===== src/rtl/slice_adder_pkg.sv =====
// ---------------------------------------------------------------------------
// slice_adder_pkg
// Shared constants and helpers for the slice-pipelined adder.
//   WIDTH_DEFAULT : default operand/sum width in bits
//   SLICE_DEFAULT : default number of bits added per pipeline stage
//   stage_count() : number of pipeline stages for a WIDTH/SLICE pair
// ---------------------------------------------------------------------------
package slice_adder_pkg;

  localparam int unsigned WIDTH_DEFAULT = 32'd16;
  localparam int unsigned SLICE_DEFAULT = 32'd4;

  // One stage per slice of the operand.
  function automatic int unsigned stage_count(input int unsigned width,
                                              input int unsigned slice);
    return width / slice;
  endfunction

endpackage


===== src/rtl/slice_add_stage.sv =====
// ---------------------------------------------------------------------------
// slice_add_stage
// One pipeline stage of the slice adder: adds slice IDX of the operands with
// the carry registered by the previous stage and registers the outcome.
//   clk, rst_n : clock, asynchronous active-low reset
//   en         : global advance; when low every register holds
//   valid_i    : upstream stage holds a live operation
//   carry_i    : carry into this slice
//   acc_i      : completed lower sum slices + unconsumed upper A slices
//   b_i        : (possibly inverted) B operand
//   valid_o    : registered valid bit
//   carry_o    : registered carry out of this slice
//   ovf_o      : registered signed overflow of this slice's top bit
//                (only meaningful on the last stage)
//   acc_o      : acc with slice IDX replaced by its sum
//   b_o        : B operand carried forward
// ---------------------------------------------------------------------------
module slice_add_stage
  import slice_adder_pkg::*;
#(
  parameter int unsigned WIDTH = WIDTH_DEFAULT,
  parameter int unsigned SLICE = SLICE_DEFAULT,
  parameter int unsigned IDX   = 32'd0
) (
  input  logic             clk,
  input  logic             rst_n,
  input  logic             en,
  input  logic             valid_i,
  input  logic             carry_i,
  input  logic [WIDTH-1:0] acc_i,
  input  logic [WIDTH-1:0] b_i,
  output logic             valid_o,
  output logic             carry_o,
  output logic             ovf_o,
  output logic [WIDTH-1:0] acc_o,
  output logic [WIDTH-1:0] b_o
);

  localparam int unsigned LO = IDX * SLICE;
  localparam int unsigned HI = LO + SLICE - 32'd1;

  logic [SLICE:0]   slice_sum_s;
  logic             valid_d, valid_q;
  logic             carry_d, carry_q;
  logic             ovf_d,   ovf_q;
  logic [WIDTH-1:0] acc_d,   acc_q;
  logic [WIDTH-1:0] b_d,     b_q;

  // Slice addition and next-state selection (hold when not advancing).
  always_comb begin
    slice_sum_s = {1'b0, acc_i[HI:LO]} + {1'b0, b_i[HI:LO]}
                + {{SLICE{1'b0}}, carry_i};
    valid_d = valid_q;
    carry_d = carry_q;
    ovf_d   = ovf_q;
    acc_d   = acc_q;
    b_d     = b_q;
    if (en) begin
      valid_d = valid_i;
      carry_d = slice_sum_s[SLICE];
      // Carry into the slice's top bit is a^b^s there; overflow is that
      // carry differing from the carry out.
      ovf_d   = acc_i[HI] ^ b_i[HI] ^ slice_sum_s[SLICE-1] ^ slice_sum_s[SLICE];
      acc_d   = acc_i;
      acc_d[HI:LO] = slice_sum_s[SLICE-1:0];
      b_d     = b_i;
    end else begin
      valid_d = valid_q;
      carry_d = carry_q;
      ovf_d   = ovf_q;
      acc_d   = acc_q;
      b_d     = b_q;
    end
  end

  // Stage registers; all clear immediately on reset.
  always_ff @(posedge clk or negedge rst_n) begin
    if (!rst_n) begin
      valid_q <= 1'b0;
      carry_q <= 1'b0;
      ovf_q   <= 1'b0;
      acc_q   <= {WIDTH{1'b0}};
      b_q     <= {WIDTH{1'b0}};
    end else begin
      valid_q <= valid_d;
      carry_q <= carry_d;
      ovf_q   <= ovf_d;
      acc_q   <= acc_d;
      b_q     <= b_d;
    end
  end

  assign valid_o = valid_q;
  assign carry_o = carry_q;
  assign ovf_o   = ovf_q;
  assign acc_o   = acc_q;
  assign b_o     = b_q;

endmodule


===== src/rtl/slice_pipe_adder.sv =====
// ---------------------------------------------------------------------------
// slice_pipe_adder
// WIDTH-bit adder/subtractor pipelined in SLICE-bit stages with a
// valid/ready handshake on both sides. The last stage's registers are the
// result registers.
//   CLK, RST_N          : clock, asynchronous active-low reset
//   IN_VALID / IN_READY : operand handshake (IN_READY = global advance)
//   A, B, C0, SUB       : operands, carry-in, mode (1 = add with B inverted)
//   OUT_VALID/OUT_READY : result handshake
//   S, COUT, OVF        : sum, carry out, signed overflow
// ---------------------------------------------------------------------------
module slice_pipe_adder
  import slice_adder_pkg::*;
#(
  parameter int unsigned WIDTH = WIDTH_DEFAULT,
  parameter int unsigned SLICE = SLICE_DEFAULT
) (
  input  logic             CLK,
  input  logic             RST_N,
  input  logic             IN_VALID,
  output logic             IN_READY,
  input  logic [WIDTH-1:0] A,
  input  logic [WIDTH-1:0] B,
  input  logic             C0,
  input  logic             SUB,
  output logic             OUT_VALID,
  input  logic             OUT_READY,
  output logic [WIDTH-1:0] S,
  output logic             COUT,
  output logic             OVF
);

  localparam int unsigned N = stage_count(WIDTH, SLICE);

  if (((WIDTH % SLICE) != 32'd0) || (WIDTH < SLICE)) begin : g_bad_cfg
    $error("slice_pipe_adder: WIDTH must be a non-zero multiple of SLICE");
  end

  // Element k feeds stage k; element k+1 is stage k's registered output.
  logic             valid_c [0:N];
  logic             carry_c [0:N];
  logic             ovf_c   [1:N];
  logic [WIDTH-1:0] acc_c   [0:N];
  logic [WIDTH-1:0] b_c     [0:N];
  logic             advance_s;

  // Whole pipeline moves together: when the output slot is empty or being
  // drained. Bubbles are shifted like data, never squeezed out.
  always_comb begin
    advance_s = (!valid_c[N]) || OUT_READY;
  end

  assign IN_READY   = advance_s;
  assign valid_c[0] = IN_VALID;
  assign carry_c[0] = C0;
  assign acc_c[0]   = A;
  assign b_c[0]     = SUB ? ~B : B;

  for (genvar k = 0; k < N; k++) begin : g_stage
    slice_add_stage #(
      .WIDTH (WIDTH),
      .SLICE (SLICE),
      .IDX   (k)
    ) u_stage (
      .clk     (CLK),
      .rst_n   (RST_N),
      .en      (advance_s),
      .valid_i (valid_c[k]),
      .carry_i (carry_c[k]),
      .acc_i   (acc_c[k]),
      .b_i     (b_c[k]),
      .valid_o (valid_c[k+1]),
      .carry_o (carry_c[k+1]),
      .ovf_o   (ovf_c[k+1]),
      .acc_o   (acc_c[k+1]),
      .b_o     (b_c[k+1])
    );
  end

  assign OUT_VALID = valid_c[N];
  assign S         = acc_c[N];
  assign COUT      = carry_c[N];
  assign OVF       = ovf_c[N];

endmodule


===== config.mk =====
export PLATFORM = sky130hd
export DESIGN_NAME = slice_pipe_adder
export DESIGN_NICKNAME = d
export VERILOG_FILES = /design/src/rtl/slice_adder_pkg.sv /design/src/rtl/slice_add_stage.sv /design/src/rtl/slice_pipe_adder.sv
export SDC_FILE = /design/constraint.sdc
export NUM_CORES = 1
export LEC_CHECK = 0
export BUFFER_PORTS_ARGS = -buffer_cell sky130_fd_sc_hd__buf_2
export CORE_MARGIN = 1
export CORE_UTILIZATION = 47
export DETAILED_ROUTE_END_ITERATION = 7
export GPL_TIMING_DRIVEN = 0
export PLACE_DENSITY = 0.78
export SETUP_SLACK_MARGIN = 0.2
export SLEW_MARGIN = 20
export SYNTH_ARGS = -nofsm -noshare
export SYNTH_HDL_FRONTEND = slang
export SYNTH_SLANG_ARGS = --single-unit
export TNS_END_PERCENT = 1

===== constraint.sdc =====
create_clock -name CLK -period 1.5 [get_ports CLK]
set_input_delay 0.15 -clock CLK [delete_from_list [all_inputs] [get_ports CLK]]
set_output_delay 0.15 -clock CLK [all_outputs]
set_load 0.05 [all_outputs]

-- Yosys cells after proc, flatten, opt, wreduce, memory -nomap -nowiden
Cells that the tools add are included.
- input bits: 38
- logic and storage cells: 31
- register bits after elaboration: 121
- output and inout bits: 20
- mux-type cells: 1
- bitwise operators: 4
- add/subtract/negate cells: 8
- reduce and logical (&&, ||, !) cells: 2
- operators with widths (kind ; count):
    4-bit by 4-bit adder with 5-bit output ; 4
    5-bit by 1-bit adder with 5-bit output ; 4
    16-bit two-way mux ; 1
    16-bit inverter ; 1
    1-bit XOR ; 3
    1-bit zero test ; 1
    1-bit logical OR ; 1

-- Logic depth before layout (Yosys ltp)
- word-level depth: 4
- depth in mapped cells: 10
- depth with buffers taken out: 8

-- Cells and area by module
A second synthesis with hierarchy kept.
- cells, all modules: 391
- area total of the unflattened synthesis: 5968.2 um2
- modules (own cells, without submodules) (module ; area an instance (um2) ; sequential area each (um2) ; cells an instance ; times used):
    slice_add_stage at g_stage[0].u_stage ... ; 1451.4 ; 875.8 ; 93 ; 2
    slice_add_stage at g_stage[1].u_stage ... ; 1443.9 ; 875.8 ; 93 ; 2
    slice_pipe_adder ; 177.7 ; 0.0 ; 19 ; 1

-- Least setup slack after synthesis
No wires, ideal clock.
- kind: input-to-reg
- start point: input port SUB
- end point: register g_stage[0].u_stage.acc_q[3]
- path slack: -0.240 ns
- stages: 8
- buffers on the path: 2
- data required time: 1.369 ns
- setup time: 0.131 ns
- arrival time: 1.609 ns
- cell sequence: buf_2 buf_6 xor2_1 ha_1 nor2b_1 o21ai_1 nor4b_1 nor3_2
- longest elaborated chain between the ends: 3
- RTL lines (item ; line ; text):
    start, declared ; slice_pipe_adder.sv:25 ; input logic SUB,
    16-bit two-way mux ; slice_pipe_adder.sv:57 ; assign b_c[0] = SUB ? ~B : B;
    4-bit by 4-bit adder with 5-bit output ; slice_add_stage.sv:51 ; slice_sum_s = {1'b0, acc_i[HI:LO]} + {1'b0, b_i[HI:LO]}
    5-bit by 1-bit adder with 5-bit output ; slice_add_stage.sv:52 ; + {{SLICE{1'b0}}, carry_i};
    end signal, assigned ; slice_add_stage.sv:82 ; acc_q <= {WIDTH{1'b0}};
    end, declared ; slice_add_stage.sv:46 ; logic [WIDTH-1:0] acc_d, acc_q;
Every way passes these cells.
A chain may end at the register's enable or synchronous reset.

-- Worst setup path in the final report
- start point: register g_stage[2].u_stage.acc_q[12]
- end point: register g_stage[3].u_stage.ovf_q
- longest elaborated chain between the ends: 4
- RTL lines (item ; line ; text):
    start, declared ; slice_add_stage.sv:46 ;
    start signal, assigned ; slice_add_stage.sv:82 ;
    4-bit by 4-bit adder with 5-bit output * ; slice_add_stage.sv:51 ;
    5-bit by 1-bit adder with 5-bit output * ; slice_add_stage.sv:52 ;
    1-bit XOR ; slice_add_stage.sv:63 ; ovf_d = acc_i[HI] ^ b_i[HI] ^ slice_sum_s[SLICE-1] ^ slice_sum_s[SLICE];
    1-bit XOR * ; slice_add_stage.sv:63 ;
    end signal, assigned ; slice_add_stage.sv:87 ; ovf_q <= ovf_d;
    end, declared ; slice_add_stage.sv:45 ; logic ovf_d, ovf_q;
Every way passes the cells marked *; elsewhere a longest branch is shown, timed or not.

==> reports/metrics.cfg <==
[status]
status=finished with violations
violations=negative setup slack

[cells_and_area]
finalNonFillerCells=677
fin_nets=619
n_fill_cell=795
synthToLayoutAreaGrowth_pct=23.1
layout-drive-gt1-share_pct=26.3
antennaDiodeCount=0

[die]
dieArea_sq_mm=0.00987
io_pins=58
start_util_pct=48.4
std_cell_rows=35
die_h_um=99.4
core_area_sq_mm=0.00920
die_w_um=99.4

[synthesis]
synth_cells=477
synth-edff-count=0
synth_area_sq_mm=0.00446
synth_cell_types=25
synth_top_area_share_pct=54.5
synth_warnings=0
synth_flop_cell=dfrtp_1
avgSynthCellArea_sq_um=9.34
yosysSeqAreaShare_pct=54.5
yosysMostFrequentCell=nand2_1
synthArstFlopShare_pct=100
synth.area.top_cells=dfrtp_1 (54%), nand2_1 (18%), buf_4 (3.7%), fa_1 (3.6%), ha_1 (3.4%)
yosysTopAreaCell=dfrtp_1
netlist_top_cells_count=nand2_1 (214), dfrtp_1 (97), buf_4 (22), o21ai_1 (20), inv_1 (16)
syn-num-nets=535
ys_seq_elements=97

[power]
leakage_uw=0.00282
power_density_mw_per_mm2=2150
ir_worst_vdd_uv=719

[route]
drtIter0Drc=132
wirelength_um=9010
drc=0
vias=3265
first_pass_iters=4
post_drt_wl_per_cell_um=13.3
viasPerCell=4.82
final_antenna_net_count=0

[setup_path]
crit_path_end_kind=flip-flop
crit_type=flip-flop to flip-flop
cp_data_arrival_time_ns=1.97
start_kind=flip-flop
worst_ep_required_time_ns=1.76
critPathMaxFanout=2
r2r_cells=7

[grt]
overflow=0
grt_max_degree=63
grt_util_all_layers_pct=20.5
antenna_found_initial=0
grt_pass1_wl_um=15500
grt_pass1_vias=3303

[timing]
clock_skew_ns=0.00961
timing.final.crit_share_pct=114
setup_violations=9
whs_ns=0.0289
relSlewSlack_pct=70.4
hold_violations=0
fmax_mhz=585
rsz0062_at_grt=true
final.setup.tns_ns=-0.639
maxSlewViolCount=0
worst_slack_ns=-0.210
worst_pin_slew_ns=0.444
layout_min_cycle_time_ns=1.71

[clock_tree]
clockBufferDepth=2
root_buffer=clkbuf_8
cts_sinks=97
htree_levels=3
clock_latency_ns=0.37
cts_tree=done
clk_pin_slew_ns=0.10
cts_buffers=9

[place]
place_inst=645
dpl.hpwl_um=6390
finalWeightedCongestion=0.849
portBuffers=56

[worst_hold_path]
worstHoldPathType=primary input to flip-flop
holdPathStages=3

[job]
maxCapViolations=0

## state kept, by name, summed over array words and instances, names as in the netlist
| register | flops |
|---|---|
| g_stage.u_stage.acc_o | 64 |
| g_stage.u_stage.carry_o | 4 |
| g_stage.u_stage.ovf_o | 1 |
| g_stage.u_stage.valid_o | 4 |
| g_stage.u_stage.b_o | 24 |
## worst max-delay path, stage by stage, from the launching register on
cell,delay [ns]
dfrtp_1,0.42
fa_2,0.42
inv_2,0.07
fa_2,0.20
nand2b_4,0.13
o2bb2ai_4,0.13
xnor2_2,0.14
o21ai_1,0.09
## where the power goes
| group | switching [uW] | internal, uW | leakage (uW) |
|---|---|---|---|
| logic | 3270 | 2220 | 0.00156 |
| registers | 668 | 3780 | 0.00117 |
| clock network | 909 | 934 | 0.0000975 |
## metrics by stage
stage	util [%]	total power [uW]	instance area (sq um)	worst slack [ns]
floorplan	-	8270	4530	-0.0764
global placement	53.8	9230	4950	-0.581
detailed placement	54.2	9480	4980	-0.190
CTS	59.2	11700	5440	-0.179
global route	59.6	12700	5480	-0.275
finish	59.6	11800	5480	-0.210
## layout by cell type, fill, tap and decap left out, types with 2 or more instances in the layout
cell	count
a21o_1	2
o21ai_1	21
bufinv_16	2
o21ai_0	5
a21oi_1	6
nor2b_1	3
xnor2_1	13
nor3_2	2
nor2_1	13
buf_4	25
nand2_1	214
fa_2	8
ha_1	12
buf_2	64
inv_1	10
dlygate4sd3_1	13
a21oi_2	9
buf_12	6
clkinvlp_4	4
clkbuf_8	9
dfrtp_1	96
inv_2	6
xor2_1	6
## cell type report
type	count	area [sq um]	area share (%)
Sequential cell	97	2430	44.3
Multi-Input combinational cell	324	1810	33.0
Timing Repair Buffer	73	497	9.06
Buffer	39	319	5.82
Tap cell	111	139	2.53
Clock buffer	9	124	2.26
Clock inverter	7	95.1	1.73
Inverter	17	71.3	1.30
## repair_timing
action                                  in CTS  in global routing
gates cloned                                 0                  0
pin swaps                                   10                  7
buffers inserted                             2                  1
resized for setup                           28                  9
endpoints found under the setup margin      15                 49
endpoints found under the hold margin       47                  0
hold buffers                                13                  0
## per-layer routing
layer	track usage [%]	part of all wire, %	vias to the layer above
met5	0	0	-
met4	7.47	1.6	0
met3	4.64	4.2	10
met2	33.8	50	73
met1	26.7	44	1560
li1	-	-	1622
## worst paths after layout
| kind | from | end | slack [ns] |
|---|---|---|---|
| setup / recovery | g_stage[2].u_stage.acc_o[12] | g_stage[3].u_stage.ovf_o | -0.21 |
| hold / removal | A[5] | g_stage[0].u_stage.acc_o[5] | 0.03 |
| setup reg to reg | g_stage[2].u_stage.acc_o[12] | g_stage[3].u_stage.ovf_o | -0.21 |
| hold reg to reg | g_stage[3].u_stage.acc_o[4] | g_stage[3].u_stage.acc_o[4] | 0.47 |
| max in group asynchronous | RST_N | g_stage[1].u_stage.b_o[9] | 0.66 |
| min in group asynchronous | RST_N | g_stage[3].u_stage.acc_o[0] | 0.22 |
## logic make-up after synthesis
kind of cell	count (synthesis)	share of synthesized area, %
flops	97	54.5
xor+xnor	22	4.32
buf+inv	56	7.64
compound gates	45	5.73
simple gates	237	20.9
fa+ha+maj	20	6.96
No activity file was read; power rests on OpenSTA's default activity.
